<file path="src/rtl/convert_sched_if.sv">
// Handshake bundle between convert_sched and its producers/consumer.
// dout_ovf is only present when CONVERT_SCHED_OVF_EN is defined.
interface convert_sched_if #(
    parameter int N_CHANS    = 4,
    parameter int CHAN_W     = 2,
    parameter int N_BITS_IN  = 4,
    parameter int N_BITS_OUT = 4
);
    logic [N_CHANS*N_BITS_IN-1:0] din;
    logic [N_CHANS-1:0]           din_valid;
    logic [N_CHANS-1:0]           din_ready;
    logic [N_BITS_OUT-1:0]        dout;
    logic [CHAN_W-1:0]            dout_chan;
    logic                         dout_valid;
    logic                         dout_ready;
`ifdef CONVERT_SCHED_OVF_EN
    logic                         dout_ovf;

    modport master (
        output din, din_valid, dout_ready,
        input  din_ready, dout, dout_chan, dout_valid, dout_ovf
    );
    modport slave (
        input  din, din_valid, dout_ready,
        output din_ready, dout, dout_chan, dout_valid, dout_ovf
    );
`else
    modport master (
        output din, din_valid, dout_ready,
        input  din_ready, dout, dout_chan, dout_valid
    );
    modport slave (
        input  din, din_valid, dout_ready,
        output din_ready, dout, dout_chan, dout_valid
    );
`endif
endinterface

</file>
<file path="src/rtl/convert_sched.sv">
// Round-robin scheduler sharing one fixed-point converter between N_CHANS channels.
// Define CONVERT_SCHED_OVF_EN to add the registered dout_ovf overflow flag.
module convert #(
    parameter int N_BITS_IN  = 4,
    parameter int BIN_PT_IN  = 4,
    parameter int N_BITS_OUT = 4,
    parameter int BIN_PT_OUT = 2
) (
    input  logic [N_BITS_IN-1:0]  din,
`ifdef CONVERT_SCHED_OVF_EN
    output logic                  ovf,
`endif
    output logic [N_BITS_OUT-1:0] dout
);
    localparam int LSH = (BIN_PT_OUT > BIN_PT_IN) ? (BIN_PT_OUT - BIN_PT_IN) : 0;
    localparam int RSH = (BIN_PT_IN > BIN_PT_OUT) ? (BIN_PT_IN - BIN_PT_OUT) : 0;
    localparam int EW  = N_BITS_IN + LSH + N_BITS_OUT;

    // Left shift zero-pads, right shift floors; the cast wraps above the output MSB.
    assign dout = N_BITS_OUT'((EW'(din) << LSH) >> RSH);
`ifdef CONVERT_SCHED_OVF_EN
    assign ovf  = ((((EW'(din) << LSH) >> RSH) >> N_BITS_OUT) != {EW{1'b0}});
`endif
endmodule

module convert_sched #(
    parameter int N_CHANS    = 4,
    parameter int CHAN_W     = 2,
    parameter int N_BITS_IN  = 4,
    parameter int BIN_PT_IN  = 4,
    parameter int N_BITS_OUT = 4,
    parameter int BIN_PT_OUT = 2
) (
    input logic            clk,
    input logic            rst_n,
    convert_sched_if.slave bus
);
    typedef enum logic [0:0] {EMPTY = 1'b0, FULL = 1'b1} state_t;

    state_t                state_r, state_nxt_s;
    logic [CHAN_W-1:0]     rr_ptr_r, grant_s, idx_s;
    logic                  any_valid_s, can_load_s, accept_s;
    logic [N_CHANS-1:0]    din_ready_s;
    logic [N_BITS_IN-1:0]  sample_s;
    logic [N_BITS_OUT-1:0] conv_s, dout_r;
    logic [CHAN_W-1:0]     chan_r;
`ifdef CONVERT_SCHED_OVF_EN
    logic                  ovf_s, ovf_r;
`endif

    // Round-robin search for the first valid channel starting at rr_ptr_r.
    always_comb begin
        grant_s     = rr_ptr_r;
        any_valid_s = 1'b0;
        idx_s       = rr_ptr_r;
        for (int i = 0; i < N_CHANS; i++) begin
            idx_s = CHAN_W'((int'(rr_ptr_r) + i) % N_CHANS);
            if (!any_valid_s && bus.din_valid[idx_s]) begin
                grant_s     = idx_s;
                any_valid_s = 1'b1;
            end else begin
                any_valid_s = any_valid_s;
            end
        end
    end

    assign can_load_s = (state_r == EMPTY) | bus.dout_ready;

    // One-hot ready to the granted channel; forced low while reset is asserted.
    always_comb begin
        din_ready_s = {N_CHANS{1'b0}};
        for (int k = 0; k < N_CHANS; k++) begin
            din_ready_s[k] = rst_n & can_load_s & any_valid_s
                           & (grant_s == CHAN_W'(k)) & bus.din_valid[k];
        end
    end

    assign accept_s = |din_ready_s;
    assign sample_s = bus.din[int'(grant_s)*N_BITS_IN +: N_BITS_IN];

    convert #(
        .N_BITS_IN  (N_BITS_IN),
        .BIN_PT_IN  (BIN_PT_IN),
        .N_BITS_OUT (N_BITS_OUT),
        .BIN_PT_OUT (BIN_PT_OUT)
    ) u_convert (
        .din  (sample_s),
`ifdef CONVERT_SCHED_OVF_EN
        .ovf  (ovf_s),
`endif
        .dout (conv_s)
    );

    // Output stage next state: a new accept always refills, otherwise drain on dout_ready.
    always_comb begin
        state_nxt_s = state_r;
        case (state_r)
            EMPTY: begin
                if (accept_s) state_nxt_s = FULL;
                else          state_nxt_s = EMPTY;
            end
            FULL: begin
                if (accept_s)            state_nxt_s = FULL;
                else if (bus.dout_ready) state_nxt_s = EMPTY;
                else                     state_nxt_s = FULL;
            end
            default: state_nxt_s = EMPTY;
        endcase
    end

    // State, round-robin pointer and output data registers.
    always_ff @(posedge clk or negedge rst_n) begin
        if (!rst_n) begin
            state_r  <= EMPTY;
            rr_ptr_r <= {CHAN_W{1'b0}};
            dout_r   <= {N_BITS_OUT{1'b0}};
            chan_r   <= {CHAN_W{1'b0}};
`ifdef CONVERT_SCHED_OVF_EN
            ovf_r    <= 1'b0;
`endif
        end else begin
            state_r <= state_nxt_s;
            if (accept_s) begin
                rr_ptr_r <= (grant_s == CHAN_W'(N_CHANS - 1)) ? {CHAN_W{1'b0}}
                                                             : grant_s + CHAN_W'(1);
                dout_r   <= conv_s;
                chan_r   <= grant_s;
`ifdef CONVERT_SCHED_OVF_EN
                ovf_r    <= ovf_s;
`endif
            end
        end
    end

    assign bus.din_ready  = din_ready_s;
    assign bus.dout       = dout_r;
    assign bus.dout_chan  = chan_r;
    assign bus.dout_valid = (state_r == FULL);
`ifdef CONVERT_SCHED_OVF_EN
    assign bus.dout_ovf   = ovf_r;
`endif
endmodule

</file>
<file path="src/flat_wrapper.sv">
// flat-port wrapper written by rule: the top's interface ports become plain ports
module convert_sched_flat 
#(
    parameter int N_CHANS    = 4,
    parameter int CHAN_W     = 2,
    parameter int N_BITS_IN  = 4,
    parameter int BIN_PT_IN  = 4,
    parameter int N_BITS_OUT = 4,
    parameter int BIN_PT_OUT = 2
)
  (clk, rst_n, bus_din, bus_din_valid, bus_dout_ready, bus_din_ready, bus_dout, bus_dout_chan, bus_dout_valid);
  convert_sched_if #(.N_CHANS(N_CHANS), .CHAN_W(CHAN_W), .N_BITS_IN(N_BITS_IN), .N_BITS_OUT(N_BITS_OUT)) bus_i ();
  input logic clk;
  input logic rst_n;
  input wire logic [$bits(bus_i.din)-1:0] bus_din;
  input wire logic [$bits(bus_i.din_valid)-1:0] bus_din_valid;
  input wire logic [$bits(bus_i.dout_ready)-1:0] bus_dout_ready;
  output wire logic [$bits(bus_i.din_ready)-1:0] bus_din_ready;
  output wire logic [$bits(bus_i.dout)-1:0] bus_dout;
  output wire logic [$bits(bus_i.dout_chan)-1:0] bus_dout_chan;
  output wire logic [$bits(bus_i.dout_valid)-1:0] bus_dout_valid;
  assign bus_i.din = bus_din;
  assign bus_i.din_valid = bus_din_valid;
  assign bus_i.dout_ready = bus_dout_ready;
  assign bus_din_ready = bus_i.din_ready;
  assign bus_dout = bus_i.dout;
  assign bus_dout_chan = bus_i.dout_chan;
  assign bus_dout_valid = bus_i.dout_valid;
  convert_sched #(.N_CHANS(N_CHANS), .CHAN_W(CHAN_W), .N_BITS_IN(N_BITS_IN), .BIN_PT_IN(BIN_PT_IN), .N_BITS_OUT(N_BITS_OUT), .BIN_PT_OUT(BIN_PT_OUT)) u_core (.clk(clk), .rst_n(rst_n), .bus(bus_i));
endmodule
</file>
<file path="config.mk">
export PLATFORM = sky130hd
export DESIGN_NAME = convert_sched_flat
export DESIGN_NICKNAME = d
export VERILOG_FILES = /design/src/rtl/convert_sched_if.sv /design/src/rtl/convert_sched.sv /design/src/flat_wrapper.sv
export SDC_FILE = /design/constraint.sdc
export NUM_CORES = 1
export LEC_CHECK = 0
export CAP_MARGIN = 10
export CORE_MARGIN = 5
export CORE_UTILIZATION = 30
export CTS_BUF_LIST = sky130_fd_sc_hd__clkbuf_8
export DETAILED_ROUTE_END_ITERATION = 8
export PLACE_DENSITY = 0.62
export SLEW_MARGIN = 40
export SYNTH_ARGS = -nofsm -noshare
export SYNTH_HDL_FRONTEND = slang
export SYNTH_HIERARCHICAL = 1
export SYNTH_SLANG_ARGS = --single-unit
</file>
<file path="constraint.sdc">
create_clock -name clk -period 2.1 [get_ports clk]
set_input_delay 0.21 -clock clk [delete_from_list [all_inputs] [get_ports clk]]
set_output_delay 0.21 -clock clk [all_outputs]
set_load 0.05 [all_outputs]
</file>
==> run_summary.xml <==
<?xml version="1.0" encoding="UTF-8"?>
<metrics>
  <group name="status">
    <metric name="outcome" unit="">completed</metric>
  </group>
  <group name="critical_path">
    <metric name="end_kind" unit="">output pin</metric>
    <metric name="crit_path_buffers_inverters" unit="">2</metric>
    <metric name="cp.required" unit="ns">1.89</metric>
    <metric name="cpMaxStageDelayCell" unit="">dfrtp_2</metric>
    <metric name="critical_path.cell_chain" unit="">nand2b_4, buf_4, a21oi_4, nor2_2, or2_4, a211oi_4, buf_12</metric>
    <metric name="worst-r2r-setup-slack" unit="ns">0.17</metric>
    <metric name="worst_reg2reg_path_length_in_cells" unit="">9</metric>
    <metric name="timing.critical_path.fanout_max" unit="">5</metric>
    <metric name="startpoint_types" unit="">register</metric>
    <metric name="critical_path_class" unit="">reg2out</metric>
    <metric name="r2r-start" unit="">u_core/rr_ptr_r[0]</metric>
    <metric name="data_arrival_time_at_the_worst_slack_endpoint" unit="ns">1.84</metric>
    <metric name="path_delay_family" unit="">simple AND/OR/NAND/NOR gates</metric>
    <metric name="r2r-end" unit="">u_core/rr_ptr_r[1]</metric>
    <metric name="cp_slowest_stage_delay" unit="ns">0.45</metric>
  </group>
  <group name="sta">
    <metric name="setup-violations-final" unit="">0</metric>
    <metric name="layout_min_cycle_time" unit="ns">2.05</metric>
    <metric name="fin_ws" unit="ns">0.0501</metric>
    <metric name="worstMarginPinSlew" unit="ns">0.511</metric>
    <metric name="finClkSkew" unit="ns">0.000954</metric>
    <metric name="grt_setup_unrepaired" unit="">true</metric>
    <metric name="timing.final.crit_share" unit="%">97.6</metric>
    <metric name="fin_setup_tns" unit="ns">0</metric>
    <metric name="worst_slew_margin_relative_to_its_limit" unit="%">65.8</metric>
    <metric name="report.final.hold_viol_count" unit="">0</metric>
    <metric name="max_freq" unit="GHz">0.488</metric>
    <metric name="finalMaxSlewViolations" unit="">0</metric>
  </group>
  <group name="clocking">
    <metric name="numCtsBuffers" unit="">3</metric>
    <metric name="cts_htree_levels" unit="">1</metric>
    <metric name="cts_tree" unit="">done</metric>
    <metric name="clk_path_buf_depth" unit="">2</metric>
    <metric name="clockRootBuffer" unit="">clkbuf_8</metric>
    <metric name="cts.reportedPaths.clkPinSlew" unit="ns">0.04</metric>
    <metric name="clkSinkCount" unit="">9</metric>
    <metric name="ctsHoldBuffers" unit="">0</metric>
    <metric name="clock_latency_on_the_worst_skew_pair" unit="ns">0.23</metric>
  </group>
  <group name="floorplanning">
    <metric name="die-height" unit="microns">58.8</metric>
    <metric name="floorplan.initialDensity" unit="%">32.0</metric>
    <metric name="die_x" unit="microns">58.8</metric>
    <metric name="dieArea" unit="sq mm">0.00346</metric>
    <metric name="fp.coreArea" unit="sq mm">0.00223</metric>
    <metric name="placement_rows" unit="">17</metric>
    <metric name="io_pins" unit="">34</metric>
  </group>
  <group name="final_layout">
    <metric name="insertedDiodeCount" unit="">0</metric>
    <metric name="nFillCells" unit="">203</metric>
    <metric name="finalInstanceArea" unit="sq mm">0.00131</metric>
    <metric name="utilization" unit="%">58.5</metric>
    <metric name="area_delta_synth_final" unit="%">82.8</metric>
    <metric name="non_filler_cells_in_the_finished_layout" unit="">144</metric>
    <metric name="most-common-layout-cells" unit="">buf_4, clkdlybuf4s50_1, dfrtp_1</metric>
    <metric name="drive_gt1_share" unit="%">48.3</metric>
    <metric name="mostFrequentLayoutCell" unit="">buf_4</metric>
    <metric name="layout.nets" unit="">141</metric>
  </group>
  <group name="detailed_routing">
    <metric name="detail_route.iter0.violations" unit="">7</metric>
    <metric name="wire_per_inst" unit="microns">13.9</metric>
    <metric name="route.final.wire_length" unit="mm">2.00</metric>
    <metric name="routed-via-count" unit="">663</metric>
    <metric name="drt_pre_antenna_iters" unit="">3</metric>
    <metric name="via_per_inst" unit="">4.60</metric>
    <metric name="detail-route-antenna-nets" unit="">0</metric>
    <metric name="post-route-drc-count" unit="">0</metric>
  </group>
  <group name="yosys">
    <metric name="netlist_instances" unit="">68</metric>
    <metric name="syn-cell-area" unit="sq um">714</metric>
    <metric name="syn-mean-instance-area" unit="sq um">10.5</metric>
    <metric name="synthesis.yosys.warnings" unit="">6</metric>
  </group>
  <group name="place">
    <metric name="routabilityCongestion" unit="">0.817</metric>
    <metric name="placed_cell_area" unit="sq mm">0.00117</metric>
    <metric name="detailedPlace.worstSlack" unit="ns">-0.244</metric>
    <metric name="hpwlAfterDp" unit="mm">1.52</metric>
    <metric name="dp.cells" unit="">136</metric>
    <metric name="buffer_ports.inserted" unit="">25</metric>
  </group>
  <group name="power_and_ir_drop">
    <metric name="intPower" unit="uW">971</metric>
    <metric name="comb_power_share" unit="%">69.6</metric>
    <metric name="p_clk_share" unit="%">11.1</metric>
    <metric name="power_leakage" unit="nW">0.592</metric>
    <metric name="power.switching_fraction" unit="%">43.7</metric>
    <metric name="switchingPower" unit="uW">752</metric>
    <metric name="seq_power_share" unit="%">19.4</metric>
    <metric name="power_density_relative_to_cell_area" unit="mW/mm^2">1320</metric>
    <metric name="vdd.ir_drop.worst" unit="V">0.000964</metric>
  </group>
  <group name="worst_hold_path">
    <metric name="hold_path_class" unit="">in2async</metric>
  </group>
  <group name="global_route">
    <metric name="grt.total_usage" unit="%">13.1</metric>
    <metric name="pin_count_of_the_biggest_net_entering_global_routing" unit="">10</metric>
    <metric name="grt_antenna_before_repair" unit="">0</metric>
    <metric name="via_count_of_the_first_global_routing_pass" unit="">769</metric>
    <metric name="first_pass_grt_wire_length" unit="mm">3.41</metric>
    <metric name="globalRoute.totalOverflow" unit="">0</metric>
  </group>
  <group name="job">
    <metric name="max-cap-violations" unit="">0</metric>
  </group>
</metrics>
[timing repair]
item	CTS	global route
setup endpoints to repair	10	11
setup buffers	3	1
pin swaps	5	3
gates resized for setup	10	12
[layout make-up]
class,count,area [sq um],area share [%]
clock buffers,3,41.3,3.16
clock inverters,1,3.75,0.287
inverters,3,11.3,0.862
multi-input cells,51,499,38.2
flip-flops and latches,9,226,17.3
well taps,28,35.0,2.68
repair buffers,49,489,37.5
[routing by layer]
layer  global-route usage (%)  part of all wire (%)  vias up
met5                        0                     0        -
li1                         -                     -      329
met3                     4.82                   7.1        2
met1                     13.1                    37      309
met4                     4.85                   1.1        0
met2                     24.4                    55       23
[state kept, by name (all words and copies together) (netlist names)]
name	count
u_core/bus.dout_chan	2
u_core/bus.dout_valid	1
u_core/rr_ptr_r	2
u_core/bus.dout	4
[worst register-to-register path, stage by stage, from the launching register on]
cell      delay, ns
dfrtp_2        0.43
nand2b_4       0.15
a21boi_4       0.17
o21ai_2        0.06
a21oi_2        0.13
ha_1           0.17
nand2_2        0.08
a31oi_4        0.19
buf_12         0.15
mux2_4         0.30
[power groups by stage]
stage / clock, mW / combinational, mW / sequential, mW
after detailed placement: 0 / 1.11 / 0.326
after floorplan: 0 / 0.530 / 0.541
after CTS: 0.200 / 1.15 / 0.329
after global placement: 0 / 1.09 / 0.325
final: 0.191 / 1.20 / 0.334
after global routing: 0.208 / 1.28 / 0.346
[through the flow]
stage / total power, mW / hold slack, ns
6_report: 1.72 / 0.288
5_1_grt: 1.83 / 0.309
4_1_cts: 1.68 / 0.286
3_5_place_dp: 1.43 / 0.487
3_3_place_gp: 1.42 / 0.492
2_1_floorplan: 1.07 / -0.0856
[how the worst max path moves through the flow]
stage / startpoint / to / cells after the start
3_3_place_gp: bus_din_valid[0] / u_core/bus.dout[3] / 10
4_1_cts: bus_din_valid[2] / bus_din_ready[0] / 8
5_1_grt: u_core/rr_ptr_r[0] / bus_din_ready[0] / 7
2_1_floorplan: u_core/rr_ptr_r[1] / bus_din_ready[0] / 7
3_5_place_dp: bus_din_valid[0] / u_core/bus.dout[0] / 10
6_report: u_core/rr_ptr_r[0] / bus_din_ready[0] / 7
(Power assumes the default switching activity.)
